==> src/rtl/loop_seq_pkg.sv <==
// Shared definitions for the counted-loop sequencer: compare opcodes, FSM states, default width.
package loop_seq_pkg;

    localparam int DEF_WIDTH = 32;

    localparam logic [1:0] CMP_LE = 2'd0;
    localparam logic [1:0] CMP_LT = 2'd1;
    localparam logic [1:0] CMP_GE = 2'd2;
    localparam logic [1:0] CMP_GT = 2'd3;

    typedef enum logic [1:0] {
        IDLE  = 2'd0,
        CHECK = 2'd1,
        ISSUE = 2'd2,
        FIN   = 2'd3
    } state_t;

endpackage

==> src/rtl/loop_sequencer_signed_cmp.sv <==
// Combinational two's-complement compare "a OP b"; operands are treated as signed so
// negative bounds never alias to large unsigned values.
module signed_cmp
    import loop_seq_pkg::*;
#(
    parameter int WIDTH = DEF_WIDTH
) (
    input  logic [WIDTH-1:0] a,
    input  logic [WIDTH-1:0] b,
    input  logic [1:0]       op,
    output logic             result
);

    always_comb begin
        result = 1'b0;
        case (op)
            CMP_LE:  result = ($signed(a) <= $signed(b));
            CMP_LT:  result = ($signed(a) <  $signed(b));
            CMP_GE:  result = ($signed(a) >= $signed(b));
            CMP_GT:  result = ($signed(a) >  $signed(b));
            default: result = 1'b0;
        endcase
    end

endmodule

==> src/rtl/loop_sequencer.sv <==
// Counted-loop sequencer: for (idx = init; idx OP limit; idx += step), one valid/ready strobe per pass.
// Optional iteration watchdog (timeout output) enabled by defining LOOP_SEQ_WATCHDOG_EN.
module loop_sequencer
    import loop_seq_pkg::*;
#(
    parameter int WIDTH    = DEF_WIDTH,
    parameter int CNT_W    = 16,
    parameter int MAX_ITER = 1024
) (
    input  logic             clk,
    input  logic             rst,
    input  logic             start,
    input  logic [WIDTH-1:0] init_val,
    input  logic [WIDTH-1:0] limit,
    input  logic [WIDTH-1:0] step,
    input  logic [1:0]       cmp_op,
    output logic             busy,
    output logic             iter_valid,
    input  logic             iter_ready,
    output logic [WIDTH-1:0] index,
    output logic             done,
    output logic [CNT_W-1:0] trip_count,
    output logic             ovf
`ifdef LOOP_SEQ_WATCHDOG_EN
    ,
    output logic             timeout
`endif
);

`ifdef LOOP_SEQ_WATCHDOG_EN
    localparam logic WD_EN = 1'b1;
`else
    localparam logic WD_EN = 1'b0;
`endif

    state_t           state;
    state_t           state_nxt;
    logic [WIDTH-1:0] limit_q;
    logic [WIDTH-1:0] step_q;
    logic [1:0]       op_q;

    logic             cmp_true;
    logic [WIDTH:0]   next_sum;
    logic             sum_ovf;
    logic             handshake;
    logic [CNT_W-1:0] trip_inc;
    logic             wd_hit;
    logic             wd_stop;

    signed_cmp #(.WIDTH(WIDTH)) u_cmp (
        .a      (index),
        .b      (limit_q),
        .op     (op_q),
        .result (cmp_true)
    );

    // One extra bit makes signed overflow visible as a mismatch of the top two bits.
    assign next_sum  = {index[WIDTH-1], index} + {step_q[WIDTH-1], step_q};
    assign sum_ovf   = next_sum[WIDTH] ^ next_sum[WIDTH-1];
    assign handshake = (state == ISSUE) && iter_valid && iter_ready;
    assign trip_inc  = (&trip_count) ? trip_count : trip_count + CNT_W'(1);
    assign wd_hit    = (trip_inc >= CNT_W'(MAX_ITER));
    assign wd_stop   = WD_EN && wd_hit;

    always_ff @(posedge clk or posedge rst) begin
        if (rst) begin
            state <= IDLE;
        end else begin
            state <= state_nxt;
        end
    end

    always_comb begin
        state_nxt = state;
        case (state)
            IDLE:    if (start) state_nxt = CHECK;
            CHECK:   state_nxt = cmp_true ? ISSUE : FIN;
            ISSUE:   if (handshake) state_nxt = (sum_ovf || wd_stop) ? FIN : CHECK;
            FIN:     state_nxt = IDLE;
            default: state_nxt = IDLE;
        endcase
    end

    always_ff @(posedge clk or posedge rst) begin
        if (rst) begin
            limit_q    <= '0;
            step_q     <= '0;
            op_q       <= CMP_LE;
            index      <= '0;
            busy       <= 1'b0;
            iter_valid <= 1'b0;
            done       <= 1'b0;
            trip_count <= '0;
            ovf        <= 1'b0;
        end else begin
            done <= 1'b0;
            case (state)
                IDLE: begin
                    if (start) begin
                        limit_q    <= limit;
                        step_q     <= step;
                        op_q       <= cmp_op;
                        index      <= init_val;
                        trip_count <= '0;
                        ovf        <= 1'b0;
                        busy       <= 1'b1;
                    end
                end
                CHECK: begin
                    if (cmp_true) iter_valid <= 1'b1;
                end
                ISSUE: begin
                    if (handshake) begin
                        iter_valid <= 1'b0;
                        trip_count <= trip_inc;
                        if (sum_ovf) begin
                            ovf <= 1'b1;
                        end else if (!wd_stop) begin
                            index <= next_sum[WIDTH-1:0];
                        end
                    end
                end
                FIN: begin
                    busy <= 1'b0;
                    done <= 1'b1;
                end
                default: ;
            endcase
        end
    end

`ifdef LOOP_SEQ_WATCHDOG_EN
    always_ff @(posedge clk or posedge rst) begin
        if (rst) begin
            timeout <= 1'b0;
        end else if (state == IDLE && start) begin
            timeout <= 1'b0;
        end else if (handshake && wd_hit) begin
            timeout <= 1'b1;
        end
    end
`endif

endmodule
==> config.mk <==
export PLATFORM = sky130hd
export DESIGN_NAME = loop_sequencer
export DESIGN_NICKNAME = d
export VERILOG_FILES = /design/src/rtl/loop_seq_pkg.sv /design/src/rtl/loop_sequencer_signed_cmp.sv /design/src/rtl/loop_sequencer.sv
export SDC_FILE = /design/constraint.sdc
export NUM_CORES = 1
export LEC_CHECK = 0
export BUFFER_PORTS_ARGS = -buffer_cell sky130_fd_sc_hd__buf_2
export CAP_MARGIN = 10
export CORE_UTILIZATION = 60
export DETAILED_ROUTE_END_ITERATION = 10
export MAX_ROUTING_LAYER = met4
export PLACE_DENSITY = 0.86
export SLEW_MARGIN = 20
export SYNTH_ARGS = -nofsm -noshare
export SYNTH_HDL_FRONTEND = slang
export SYNTH_SLANG_ARGS = --single-unit
==> constraint.sdc <==
create_clock -name clk -period 7.4 [get_ports clk]
set_input_delay 1.48 -clock clk [delete_from_list [all_inputs] [get_ports clk]]
set_output_delay 1.48 -clock clk [all_outputs]
set_load 0.05 [all_outputs]
==> results by group, run 1 <==
Status
  • Outcome: finished, final reports clean

Critical path
  • CP max stage cell: and3_2
  • CP endpoint kind: register
  • Worst Path Arrival: 4.26 ns
  • Top cell family by delay on the critical path: simple AND/OR/NAND/NOR gates
  • Critical path class: register to register
  • CP startpoint kind: register
  • Crit-path max FO: 32
  • CP peak stage delay: 0.90 ns
  • Worst path buffer plus inverter count: 0
  • Crit path cell chain: ha_1 > fa_1 > a211oi_2 > nor4_1 > nor3_2 > o211ai_4 > a21oi_2 > o21ai_1 > nand4_1 > and3_2 > mux2_2
  • Worst path required time: 7.71 ns

Power and ir drop
  • Tot Pwr: a little under 5 mW
  • Power per Cell Area: 552 mW/mm^2
  • Lkg Pwr: 4.62 nW
  • Maximum VDD drop: ~380 uV

Clocking
  • CTS resizes: 0
  • Post-CTS Hold Buffers: 0
  • Sink Count: 120
  • Max Root-Sink Buffers: 2
  • Worst skew pair latency: approximately 0.43 ns
  • Max H-tree Level: 4
  • CTS Buf Count: 17
  • CTS tree: built
  • CTS clock-pin slew for the worst setup and hold paths: 0.05 ns
  • Clock Tree Root: clkbuf_16
  • # Post-CTS Setup Buffers: 0

Detailed routing
  • Vias per std cell: 5.68
  • Initial DRC Count: between 300 and 400
  • Antenna Nets Post-Route: 0
  • Via Count: 6631
  • DRC violations left: 0
  • DR pass1 iterations: 6
  • Post-Route WL: 18.9 mm
  • Wirelength per Cell: 16.2 um

Die
  • Die Ht: 115 um
  • Core area: 0.0122 mm^2
  • DIE WIDTH: 115 um
  • Die area: 0.0131 mm^2
  • Top-Level Pins: 154
  • Initial Utilization: 0.623
  • Site Rows: 40

Timing
  • Setup TNS: 0 ns
  • Pins Over Slew Limit: 0
  • RSZ-0062 raised after global routing: false
  • Fin Clk Skew: 0.0116 ns
  • Fmax: approximately 250 MHz
  • Period utilization: 0.534
  • Worst rel slew slack: 0.261
  • Setup ws final: 3.45 ns
  • Final hold vios: 0
  • Slew @ Worst Pin: approximately 1.1 ns
  • Fin crit period: 3.95 ns
  • Final setup fails: 0

Logic synthesis
  • Register area share after synthesis: 0.395
  • Synth Warn #: 0
  • Synthesized area per cell: 8.95 um^2
  • Asr flop ratio synth: 1.00
  • Synth Cell Area: around 0.0076 mm^2
  • Syn Inst Count: 850
  • FF+latch count, synth: 120
  • Synth cell types: between 60 and 70
  • Syn Nets: 1018
  • Number of flops mapped to enable cells by yosys: 0
  • Most used DFF post-synth: dfrtp_1

Place
  • Final GP Congestion: 0.939
  • Final HPWL DP: 13.2 mm
  • PortBufs: 153
  • Setup WS pre-CTS: 3.58 ns

GRT
  • Vias in the first global route: 6515
  • Initial antenna violation count: 1
  • Grt ovf: 0
  • Global-route wire length before repair: 30.8 mm
  • GR Util All Layers: 0.315
  • Largest net degree at the start of global routing: 76

Finish
  • Layout Nets: 1158
  • Share of cells above drive strength 1: 0.230
  • Utilization after layout: 0.735
  • Most common cell after layout, fill and taps aside: nand2_1
  • Synthesis-to-layout area growth: 18.0%
  • Fillers: 944
  • Commonest non-fill, non-tap cells in the layout: nand2_1, buf_2, dfrtp_1, o21ai_0, ha_1

Hold path
  • Hold crit path type: register to register

Flow run
  • Max Cap Viol: 0
[layer usage]
| layer | track usage | up-vias | routed length, um |
|---|---|---|---|
| li1 | - | 3232 | - |
| met1 | 0.391 | 3136 | 8370 |
| met2 | 0.501 | 219 | 8950 |
| met3 | 0.0805 | 44 | 1150 |
| met4 | 0.107 | 0 | 453 |
| met5 | - | - | 0 |
[worst register-to-register path, stage by stage (launching register included)]
cell,delay [ns]
dfrtp_1,0.40
ha_1,0.24
fa_1,0.44
a211oi_2,0.33
nor4_1,0.14
nor3_2,0.33
o211ai_4,0.17
a21oi_2,0.22
o21ai_1,0.14
nand4_1,0.10
and3_2,0.90
mux2_2,0.44
[synthesized netlist by cell type, types with 6 or more instances]
| library cell | instances | share of area |
|---|---|---|
| xnor2_1 | 20 | 0.023 |
| a21oi_1 | 42 | 0.028 |
| inv_1 | 50 | 0.025 |
| and3_1 | 6 | 0.0049 |
| nand4_1 | 18 | 0.015 |
| clkbuf_1 | 26 | 0.013 |
| a21o_1 | 23 | 0.023 |
| nand2_1 | 202 | 0.10 |
| ha_1 | 65 | 0.11 |
| xor2_1 | 15 | 0.017 |
| nand3_1 | 14 | 0.0092 |
| nor2_1 | 32 | 0.016 |
| dfrtp_1 | 120 | 0.39 |
| o21a_1 | 7 | 0.0069 |
| a31oi_1 | 7 | 0.0058 |
| o21bai_1 | 7 | 0.0069 |
| o21ai_0 | 78 | 0.051 |
| mux2_4 | 27 | 0.053 |
[layout make-up]
class / count / area [um^2] / area share
diodes: 1 / 2.50 / 0.000279
clock buffers: 24 / 492 / 0.0548
clock inverters: 4 / 45.0 / 0.00502
inverters: 50 / 190 / 0.0212
multi-input cells: 644 / 4240 / 0.472
flip-flops and latches: 120 / 3000 / 0.334
well taps: 168 / 210 / 0.0234
repair buffers: 157 / 796 / 0.0886
[metrics by stage]
step	hold WS (ns)	instance area, um^2	std cells
after floorplan	0.446	7610	850
after detailed placement	0.470	8440	1139
after global placement	0.462	8440	1139
final	0.483	8980	1168
after global routing	0.506	8980	1168
after CTS	0.483	8970	1167
[power by group]
group / internal [mW] / total (mW) / switching (mW)
sequential: 0.945 / 1.17 / 0.229
combinational: 1.17 / 3.02 / 1.85
clock: 0.487 / 0.770 / 0.283
[worst paths after layout]
| path | startpoint | end | slack, ns | cells after the start |
|---|---|---|---|---|
| max | index[0]$_DFFE_PP0P_ | index[19]$_DFFE_PP0P_ | 3.45 | 11 |
| min | step_q[5]$_DFFE_PP0P_ | step_q[5]$_DFFE_PP0P_ | 0.48 | 2 |
| max reg2reg | index[0]$_DFFE_PP0P_ | index[19]$_DFFE_PP0P_ | 3.45 | 11 |
| min reg2reg | step_q[5]$_DFFE_PP0P_ | step_q[5]$_DFFE_PP0P_ | 0.48 | 2 |
| max in group asynchronous | rst | limit_q[21]$_DFFE_PP0P_ | 4.95 | 3 |
| min in group asynchronous | rst | limit_q[3]$_DFFE_PP0P_ | 1.14 | 2 |
[state kept, by name (all words and copies together) (netlist names)]
name        cells
done            1
limit_q        32
busy            1
trip_count     16
state           2
step_q         32
op_q            2
iter_valid      1
index          32
ovf             1
[kinds of logic (layout without fill, tap and decap cells)]
kind of cell / after synthesis / in the layout / share of synthesized area
simple gates: 298 / 298 / 0.167
other cells: 0 / 1 / 0
mux: 32 / 32 / 0.0602
flops: 120 / 120 / 0.395
fa+ha+maj: 66 / 66 / 0.109
compound gates: 213 / 213 / 0.179
xor+xnor: 35 / 35 / 0.0403
buf+inv: 86 / 235 / 0.0496
Power figures use the tool's default switching activity.
==> inputs of run 2 (changes only) <==
--- a/config.mk
+++ b/config.mk
@@ -7,10 +7,10 @@
 export LEC_CHECK = 0
 export BUFFER_PORTS_ARGS = -buffer_cell sky130_fd_sc_hd__buf_2
 export CAP_MARGIN = 10
-export CORE_UTILIZATION = 60
+export CORE_UTILIZATION = 51
 export DETAILED_ROUTE_END_ITERATION = 10
 export MAX_ROUTING_LAYER = met4
-export PLACE_DENSITY = 0.86
+export PLACE_DENSITY = 0.78
 export SLEW_MARGIN = 20
 export SYNTH_ARGS = -nofsm -noshare
 export SYNTH_HDL_FRONTEND = slang
==> constraint.sdc (replaced) <==
create_clock -name clk -period 3.3 [get_ports clk]
set_input_delay 0.66 -clock clk [delete_from_list [all_inputs] [get_ports clk]]
set_output_delay 0.66 -clock clk [all_outputs]
set_load 0.05 [all_outputs]
==> results by group, run 2 (synthesis gave the netlist of run 1 again) <==
Power and ir drop
  • Maximum VDD drop: 441 uV (was 376 uV)
  • Lkg Pwr: 4.75 nW (was 4.62 nW)
  • Power per Cell Area: 1230 mW/mm^2 (was 552 mW/mm^2)
  • Tot Pwr: 11.4 mW (was 4.96 mW)

Clocking
  • Clock Tree Root: clkbuf_16 (unchanged)
  • Sink Count: 120 (unchanged)
  • Max H-tree Level: 4 (unchanged)
  • CTS tree: built (unchanged)
  • CTS clock-pin slew for the worst setup and hold paths: 0.06 ns (was 0.05 ns)
  • Max Root-Sink Buffers: 2 (unchanged)
  • CTS Buf Count: 17 (unchanged)
  • Worst skew pair latency: 0.42 ns (was 0.43 ns)

Finish
  • Layout Nets: 1178 (was 1158)
  • Utilization after layout: 0.638 (was 0.735)
  • Commonest non-fill, non-tap cells in the layout: nand2_1, buf_2, dfrtp_1, o21ai_0, ha_1 (unchanged)
  • Synthesis-to-layout area growth: 21.9% (was 18.0%)
  • Most common cell after layout, fill and taps aside: nand2_1 (unchanged)
  • Final Cell Area: 0.00928 mm^2 (was 0.00898 mm^2)
  • Share of cells above drive strength 1: 0.250 (was 0.230)
  • Largest regs: index x32, limit_q x32, step_q x32 (unchanged)
  • Fillers: 1252 (was 944)

Detailed routing
  • Post-Route WL: 18.5 mm (was 18.9 mm)
  • Wirelength per Cell: 15.3 um (was 16.2 um)
  • Wire length on met3: 1.04 mm (was 1.15 mm)
  • DR pass1 iterations: 4 (was 6)
  • Highest Signal Layer: met4 (unchanged)
  • Vias per std cell: 5.36 (was 5.68)
  • M1 WL: 8.64 mm (was 8.37 mm)
  • Antenna Nets Post-Route: 0 (unchanged)
  • DRC violations left: 0 (unchanged)
  • Initial DRC Count: 338 (was 386)
  • Via Count: 6465 (was 6631)
  • Met2 WL post-DR: 8.44 mm (was 8.95 mm)

Timing
  • Fin Clk Skew: 0.00829 ns (was 0.0116 ns)
  • Pins Over Slew Limit: 0 (unchanged)
  • Slew @ Worst Pin: 0.727 ns (was 1.08 ns)
  • Fin crit period: 3.16 ns (was 3.95 ns)
  • Fmax: 316 MHz (was 253 MHz)
  • Period utilization: 0.958 (was 0.534)
  • Final hold vios: 0 (unchanged)
  • Final setup fails: 0 (unchanged)
  • Worst rel slew slack: 0.516 (was 0.261)

Critical path
  • CP max stage cell: dfrtp_2 (was and3_2)
  • Worst path required time: 3.61 ns (was 7.71 ns)
  • Crit-path max FO: 12 (was 32)
  • Worst Path Arrival: 3.47 ns (was 4.26 ns)
  • Top cell family by delay on the critical path: compound AO/OA/AOI/OAI gates (was simple AND/OR/NAND/NOR gates)
  • Worst path buffer plus inverter count: 1 (was 0)
  • CP startpoint kind: register (unchanged)
  • CP endpoint kind: register (unchanged)
  • Crit path cell chain: ha_2 > fa_2 > a211oi_4 > nor4_1 > nor3_2 > o211ai_4 > a21oi_4 > o21ai_1 > nand4_1 > and3_4 > buf_12 > mux2_2 (was ha_1 > fa_1 > a211oi_2 > nor4_1 > nor3_2 > o211ai_4 > a21oi_2 > o21ai_1 > nand4_1 > and3_2 > mux2_2)
  • Critical path class: register to register (unchanged)
  • CP peak stage delay: 0.41 ns (was 0.90 ns)

Die
  • Core area: 0.0145 mm^2 (was 0.0122 mm^2)
  • Die Ht: 124 um (was 115 um)
  • DIE WIDTH: 124 um (was 115 um)
  • Site Rows: 44 (was 40)
  • Initial Utilization: 0.524 (was 0.623)
  • Die area: 0.0154 mm^2 (was 0.0131 mm^2)
  • Top-Level Pins: 154 (unchanged)

GRT
  • Largest net degree at the start of global routing: 121 (was 76)
  • Vias in the first global route: 6224 (was 6515)
  • Global-route wire length before repair: 29.9 mm (was 30.8 mm)
  • Grt ovf: 0 (unchanged)
  • GR Util All Layers: 0.263 (was 0.315)
  • Initial antenna violation count: 1 (unchanged)

Place
  • Final HPWL DP: 13.7 mm (was 13.2 mm)
  • PortBufs: 153 (unchanged)
  • Placed Area: 0.00863 mm^2 (was 0.00844 mm^2)
  • Final GP Congestion: 0.923 (was 0.939)

Flow run
  • Max Cap Viol: 0 (unchanged)

Hold path
  • Hold crit path type: primary input to asynchronous set/reset pin (was register to register)

Status
  • Outcome: finished, final reports clean (unchanged)
-- run 2: cell types whose count changed in the layout (fill, tap and decap cells not counted), moves of 2 or more --
cell        change
buf_4          +16
buf_12          +3
clkinvlp_4      +3
bufinv_16       +2
-- run 2: worst paths after layout --
path,slack [ns],endpoint,from,cells after the start
max in group asynchronous,2.34,limit_q[23]$_DFFE_PP0P_,rst,3
min in group clk,0.43,step_q[6]$_DFFE_PP0P_,step[6],3
worst max register to register,0.14,index[19]$_DFFE_PP0P_,index[0]$_DFFE_PP0P_,12
worst min-delay path,0.35,index[24]$_DFFE_PP0P_,rst,3
worst min register to register,0.48,step_q[31]$_DFFE_PP0P_,step_q[31]$_DFFE_PP0P_,2
worst max-delay path,0.14,index[19]$_DFFE_PP0P_,index[0]$_DFFE_PP0P_,12
-- run 2: metal layers --
metal | global-route usage | up-vias
met1 | 0.336 | 3001
met3 | 0.0636 | 30
li1 | - | 3275
met2 | 0.405 | 159
met4 | 0.0982 | 0
met5 | - | -
-- run 2: worst min-delay path: stages --
cell        delay, ns
buf_2            0.11
clkinvlp_4       0.07
buf_12           0.40
-- run 2: report_power, final --
| group | total [mW] | internal, mW | switching (mW) |
|---|---|---|---|
| sequential | 2.59 | 2.12 | 0.474 |
| clock | 1.89 | 1.24 | 0.653 |
| combinational | 6.95 | 2.83 | 4.12 |
-- run 2: area by class of cell --
type | count | area (um^2) | area share
clock buffers | 23 | 478 | 0.0515
multi-input cells | 644 | 4260 | 0.460
diodes | 1 | 2.50 | 0.000270
repair buffers | 177 | 987 | 0.106
flip-flops and latches | 120 | 3000 | 0.324
clock inverters | 8 | 120 | 0.0129
inverters | 50 | 191 | 0.0206
well taps | 184 | 230 | 0.0248
-- run 2: timing repair --
item / 4_1_cts / 5_1_grt
buffers inserted: 0 / 3
pin swaps: 1 / 6
endpoints found under the setup margin: 6 / 30
gates resized for setup: 0 / 6
hold buffers: 0 / 0
-- run 2: through the flow --
stage / hold slack, ns / cells / TNS [ns] / setup slack (ns)
CTS: 0.412 / 1203 / 0 / 0.0438
floorplan: 0.446 / 850 / 0 / 0.0635
finish: 0.352 / 1207 / 0 / 0.138
global placement: 0.463 / 1172 / 0 / 0.0637
detailed placement: 0.469 / 1172 / -0.00722 / -0.00408
global route: 0.426 / 1207 / -0.0311 / -0.0205
==> inputs of run 3 (changes only) <==
--- a/config.mk
+++ b/config.mk
@@ -5,12 +5,13 @@
 export SDC_FILE = /design/constraint.sdc
 export NUM_CORES = 1
 export LEC_CHECK = 0
+export ABC_AREA = 1
 export BUFFER_PORTS_ARGS = -buffer_cell sky130_fd_sc_hd__buf_2
 export CAP_MARGIN = 10
 export CORE_UTILIZATION = 51
 export DETAILED_ROUTE_END_ITERATION = 10
 export MAX_ROUTING_LAYER = met4
-export PLACE_DENSITY = 0.78
+export PLACE_DENSITY = 0.77
 export SLEW_MARGIN = 20
 export SYNTH_ARGS = -nofsm -noshare
 export SYNTH_HDL_FRONTEND = slang
==> results by group, run 3 <==
Status
  • Outcome: finished, final reports clean (unchanged)

GRT
  • Grt ovf: 0 (unchanged)
  • GR Util All Layers: 0.296 (was 0.263)
  • Initial antenna violation count: 0 (was 1)
  • Largest net degree at the start of global routing: 121 (unchanged)
  • Global-route wire length before repair: 37.4 mm (was 29.9 mm)
  • Vias in the first global route: 7854 (was 6224)

Critical path
  • Critical path class: register to register (unchanged)
  • Top cell family by delay on the critical path: simple AND/OR/NAND/NOR gates (was compound AO/OA/AOI/OAI gates)
  • R2R depth: 15 (was 12)
  • Slack of the worst reg-to-reg path: 0.40 ns (was 0.14 ns)
  • CP max stage cell: fa_1 (was dfrtp_2)
  • Worst path buffer plus inverter count: 0 (was 1)
  • Worst path required time: 3.66 ns (was 3.61 ns)
  • Reg2reg end: index[14]$_DFFE_PP0P_ (was index[19]$_DFFE_PP0P_)
  • CP peak stage delay: 0.47 ns (was 0.41 ns)
  • Crit-path max FO: 32 (was 12)
  • CP endpoint kind: register (unchanged)
  • CP startpoint kind: register (unchanged)
  • Worst Path Arrival: 3.26 ns (was 3.47 ns)
  • Crit path top cell by count: nand2_1
  • Worst r2r src: index[0]$_DFFE_PP0P_ (unchanged)
  • Crit path cell chain: ha_1 > fa_1 > nand3_1 > nand2_1 > nand2_1 > nand2_1 > nand2_1 > nand2_2 > nand2_1 > nand2_1 > nand2_2 > nand3_4 > nand2_4 > nand2_1 > nand2_1 (was ha_2 > fa_2 > a211oi_4 > nor4_1 > nor3_2 > o211ai_4 > a21oi_4 > o21ai_1 > nand4_1 > and3_4 > buf_12 > mux2_2)

Flow run
  • Max Cap Viol: 0 (unchanged)

Logic synthesis
  • Register area share after synthesis: 0.361 (was 0.395)
  • Compound-Gate Fraction of Synth Area: 0.0959 (was 0.179)
  • Post-synth top cells: nand2_1, inv_1, dfrtp_1, nand3_1, o21ai_0 (was nand2_1, dfrtp_1, o21ai_0, ha_1, inv_1)
  • Most used DFF post-synth: dfrtp_1 (unchanged)
  • Main combinational cell family by area after synthesis: simple AND/OR/NAND/NOR gates (was compound AO/OA/AOI/OAI gates)
  • Synth Cell Area: 0.00832 mm^2 (was 0.00761 mm^2)
  • Asr flop ratio synth: 1.00 (unchanged)
  • Synth top area share: 0.361 (was 0.395)
  • Top cell type by total area after synthesis: dfrtp_1 (unchanged)
  • Simple-gate portion of the synthesized area: 0.350 (was 0.167)
  • Syn Nets: 1392 (was 1018)
  • XOR/XNOR Fraction of Synth Area: 0.0105 (was 0.0403)
  • Synthesized area per cell: 6.80 um^2 (was 8.95 um^2)
  • Number of flops mapped to enable cells by yosys: 0 (unchanged)
  • FF+latch count, synth: 120 (unchanged)
  • Synth cell types: 37 (was 63)
  • Post-synthesis mux area share: 0 (was 0.0602)
  • Synth Area in Adders: 0.100 (was 0.109)
  • Synth top area cells: dfrtp_1, nand2_1, ha_1 (was dfrtp_1, ha_1, nand2_1)
  • Count leader, synth: nand2_1 (unchanged)
  • Synth Warn #: 0 (unchanged)
  • Syn Inst Count: 1224 (was 850)

Timing
  • Pins Over Slew Limit: 0 (unchanged)
  • Final hold vios: 0 (unchanged)
  • Worst rel slew slack: 0.407 (was 0.516)
  • Fin crit period: 2.90 ns (was 3.16 ns)
  • Slew @ Worst Pin: 0.890 ns (was 0.727 ns)
  • Period utilization: 0.878 (was 0.958)
  • Final setup fails: 0 (unchanged)
  • Setup TNS: 0 ns (unchanged)
  • RSZ-0062 raised after global routing: false
  • Fin Clk Skew: 0.00794 ns (was 0.00829 ns)
  • Fmax: 345 MHz (was 316 MHz)

Place
  • Placed Area: 0.00927 mm^2 (was 0.00863 mm^2)
  • # placed instances: 1567 (was 1172)
  • PortBufs: 153 (unchanged)
  • Final HPWL DP: 17.0 mm (was 13.7 mm)
  • Final GP Congestion: 1.00 (was 0.923)

Finish
  • Area of the multi-input gates: 0.00463 mm^2 (was 0.00426 mm^2)
  • Final Cell Area: 0.00983 mm^2 (was 0.00928 mm^2)
  • Share of cells above drive strength 1: 0.162 (was 0.250)
  • Fillers: 1559 (was 1252)
  • Synthesis-to-layout area growth: 18.1% (was 21.9%)
  • Non-Filler Instances: 1599 (was 1207)
  • Commonest non-fill, non-tap cells in the layout: nand2_1, buf_2, inv_1, dfrtp_1, nand3_1 (was nand2_1, buf_2, dfrtp_1, o21ai_0, ha_1)
  • Antenna cell count: 0 (was 1)
  • Storage cell area: 0.00300 mm^2 (about the same)
  • Largest regs: index x32, limit_q x32, step_q x32 (unchanged)
  • Most common cell after layout, fill and taps aside: nand2_1 (unchanged)
  • Layout Nets: 1538 (was 1178)

Clocking
  • Max Root-Sink Buffers: 2 (unchanged)
  • Sink Count: 120 (unchanged)
  • CTS Buf Count: 17 (unchanged)
  • # Post-CTS Setup Buffers: 0 (unchanged)
  • CTS resizes: 0 (unchanged)
  • Max H-tree Level: 4 (unchanged)
  • Worst skew pair latency: 0.43 ns (was 0.42 ns)
  • Post-CTS Hold Buffers: 0 (unchanged)
  • CTS clock-pin slew for the worst setup and hold paths: 0.06 ns (about the same)
  • CTS tree: built (unchanged)
  • Clock Tree Root: clkbuf_16 (unchanged)

Detailed routing
  • Via Count: 8273 (was 6465)
  • DRC violations left: 0 (unchanged)
  • Wirelength per Cell: 14.2 um (was 15.3 um)
  • DR pass1 iterations: 5 (was 4)
  • Vias per std cell: 5.17 (was 5.36)
  • Post-Route WL: 22.8 mm (was 18.5 mm)
  • Antenna Nets Post-Route: 0 (unchanged)
  • Initial DRC Count: 506 (was 338)

Die
  • Die Ht: 130 um (was 124 um)
  • Die area: 0.0168 mm^2 (was 0.0154 mm^2)
  • Initial Utilization: 0.524 (about the same)
  • Core area: 0.0159 mm^2 (was 0.0145 mm^2)
  • Site Rows: 46 (was 44)
  • DIE WIDTH: 130 um (was 124 um)
  • Top-Level Pins: 154 (unchanged)

Power and ir drop
  • Power per Cell Area: 1110 mW/mm^2 (was 1230 mW/mm^2)
  • Lkg Pwr: 5.46 nW (was 4.75 nW)
  • Maximum VDD drop: 725 uV (was 441 uV)

Hold path
  • Hold crit path type: primary input to asynchronous set/reset pin (unchanged)
==> run 3: cell count changes after synthesis, moves of 22 or more <==
cell,before,now
a21o_1,23,1
nor2_1,32,65
nand3_1,14,100
inv_1,50,134
mux2_4,27,0
nand2_1,202,487
==> run 3: metrics by stage <==
stage	power, mW	worst slack [ns]	hold slack [ns]	util
floorplan	7.49	0.751	0.444	-
global placement	8.92	0.616	0.462	0.584
detailed placement	9.04	0.490	0.472	0.584
CTS	10.9	0.431	0.415	0.619
global route	11.9	0.189	0.431	0.619
finish	10.9	0.403	0.329	0.619
==> run 3: layout make-up <==
cell class                 instances  area share
clock buffer                      17      0.0433
timing repair buffer             161      0.0853
multi-input combinational        930       0.471
inverter                         140      0.0539
clock inverter                    15      0.0132
tap                              216      0.0275
sequential                       120       0.306
==> run 3: how the worst max path moves through the flow <==
stage	from	endpoint	slack, ns	cells past startpoint
after CTS	index[0]$_DFFE_PP0P_	index[14]$_DFFE_PP0P_	0.43	15
after floorplan	index[0]$_DFFE_PP0P_	index[28]$_DFFE_PP0P_	0.75	15
after global placement	index[0]$_DFFE_PP0P_	index[30]$_DFFE_PP0P_	0.62	15
after detailed placement	index[0]$_DFFE_PP0P_	index[23]$_DFFE_PP0P_	0.49	15
after global routing	index[0]$_DFFE_PP0P_	index[28]$_DFFE_PP0P_	0.19	15
final	index[0]$_DFFE_PP0P_	index[14]$_DFFE_PP0P_	0.40	15
==> run 3: logic make-up (layout without fill, tap and decap cells) <==
| family | after synthesis | after routing |
|---|---|---|
| xor gates and xnor gates | 10 | 10 |
| DFF | 120 | 120 |
| adders and majority gates | 66 | 66 |
| AOI/OAI and AO/OA | 151 | 151 |
| and+or+nand+nor | 703 | 703 |
| buffers and inverters | 174 | 333 |
==> run 3: metal layers <==
layer,global-route usage,wire length (um)
met2,0.460,10300
met1,0.391,10800
met4,0.0964,436
met5,-,0
met3,0.0541,1280
==> run 3: worst min-delay path, stage by stage <==
cell        delay (ns)
buf_2             0.11
clkinvlp_4        0.07
buf_12            0.38
==> run 3: report_power, final <==
part	total, mW	switching [mW]	internal [mW]
Sequential	2.58	0.484	2.10
Clock	1.76	0.726	1.03
Combinational	6.52	4.46	2.06
Total	10.9	5.67	5.19
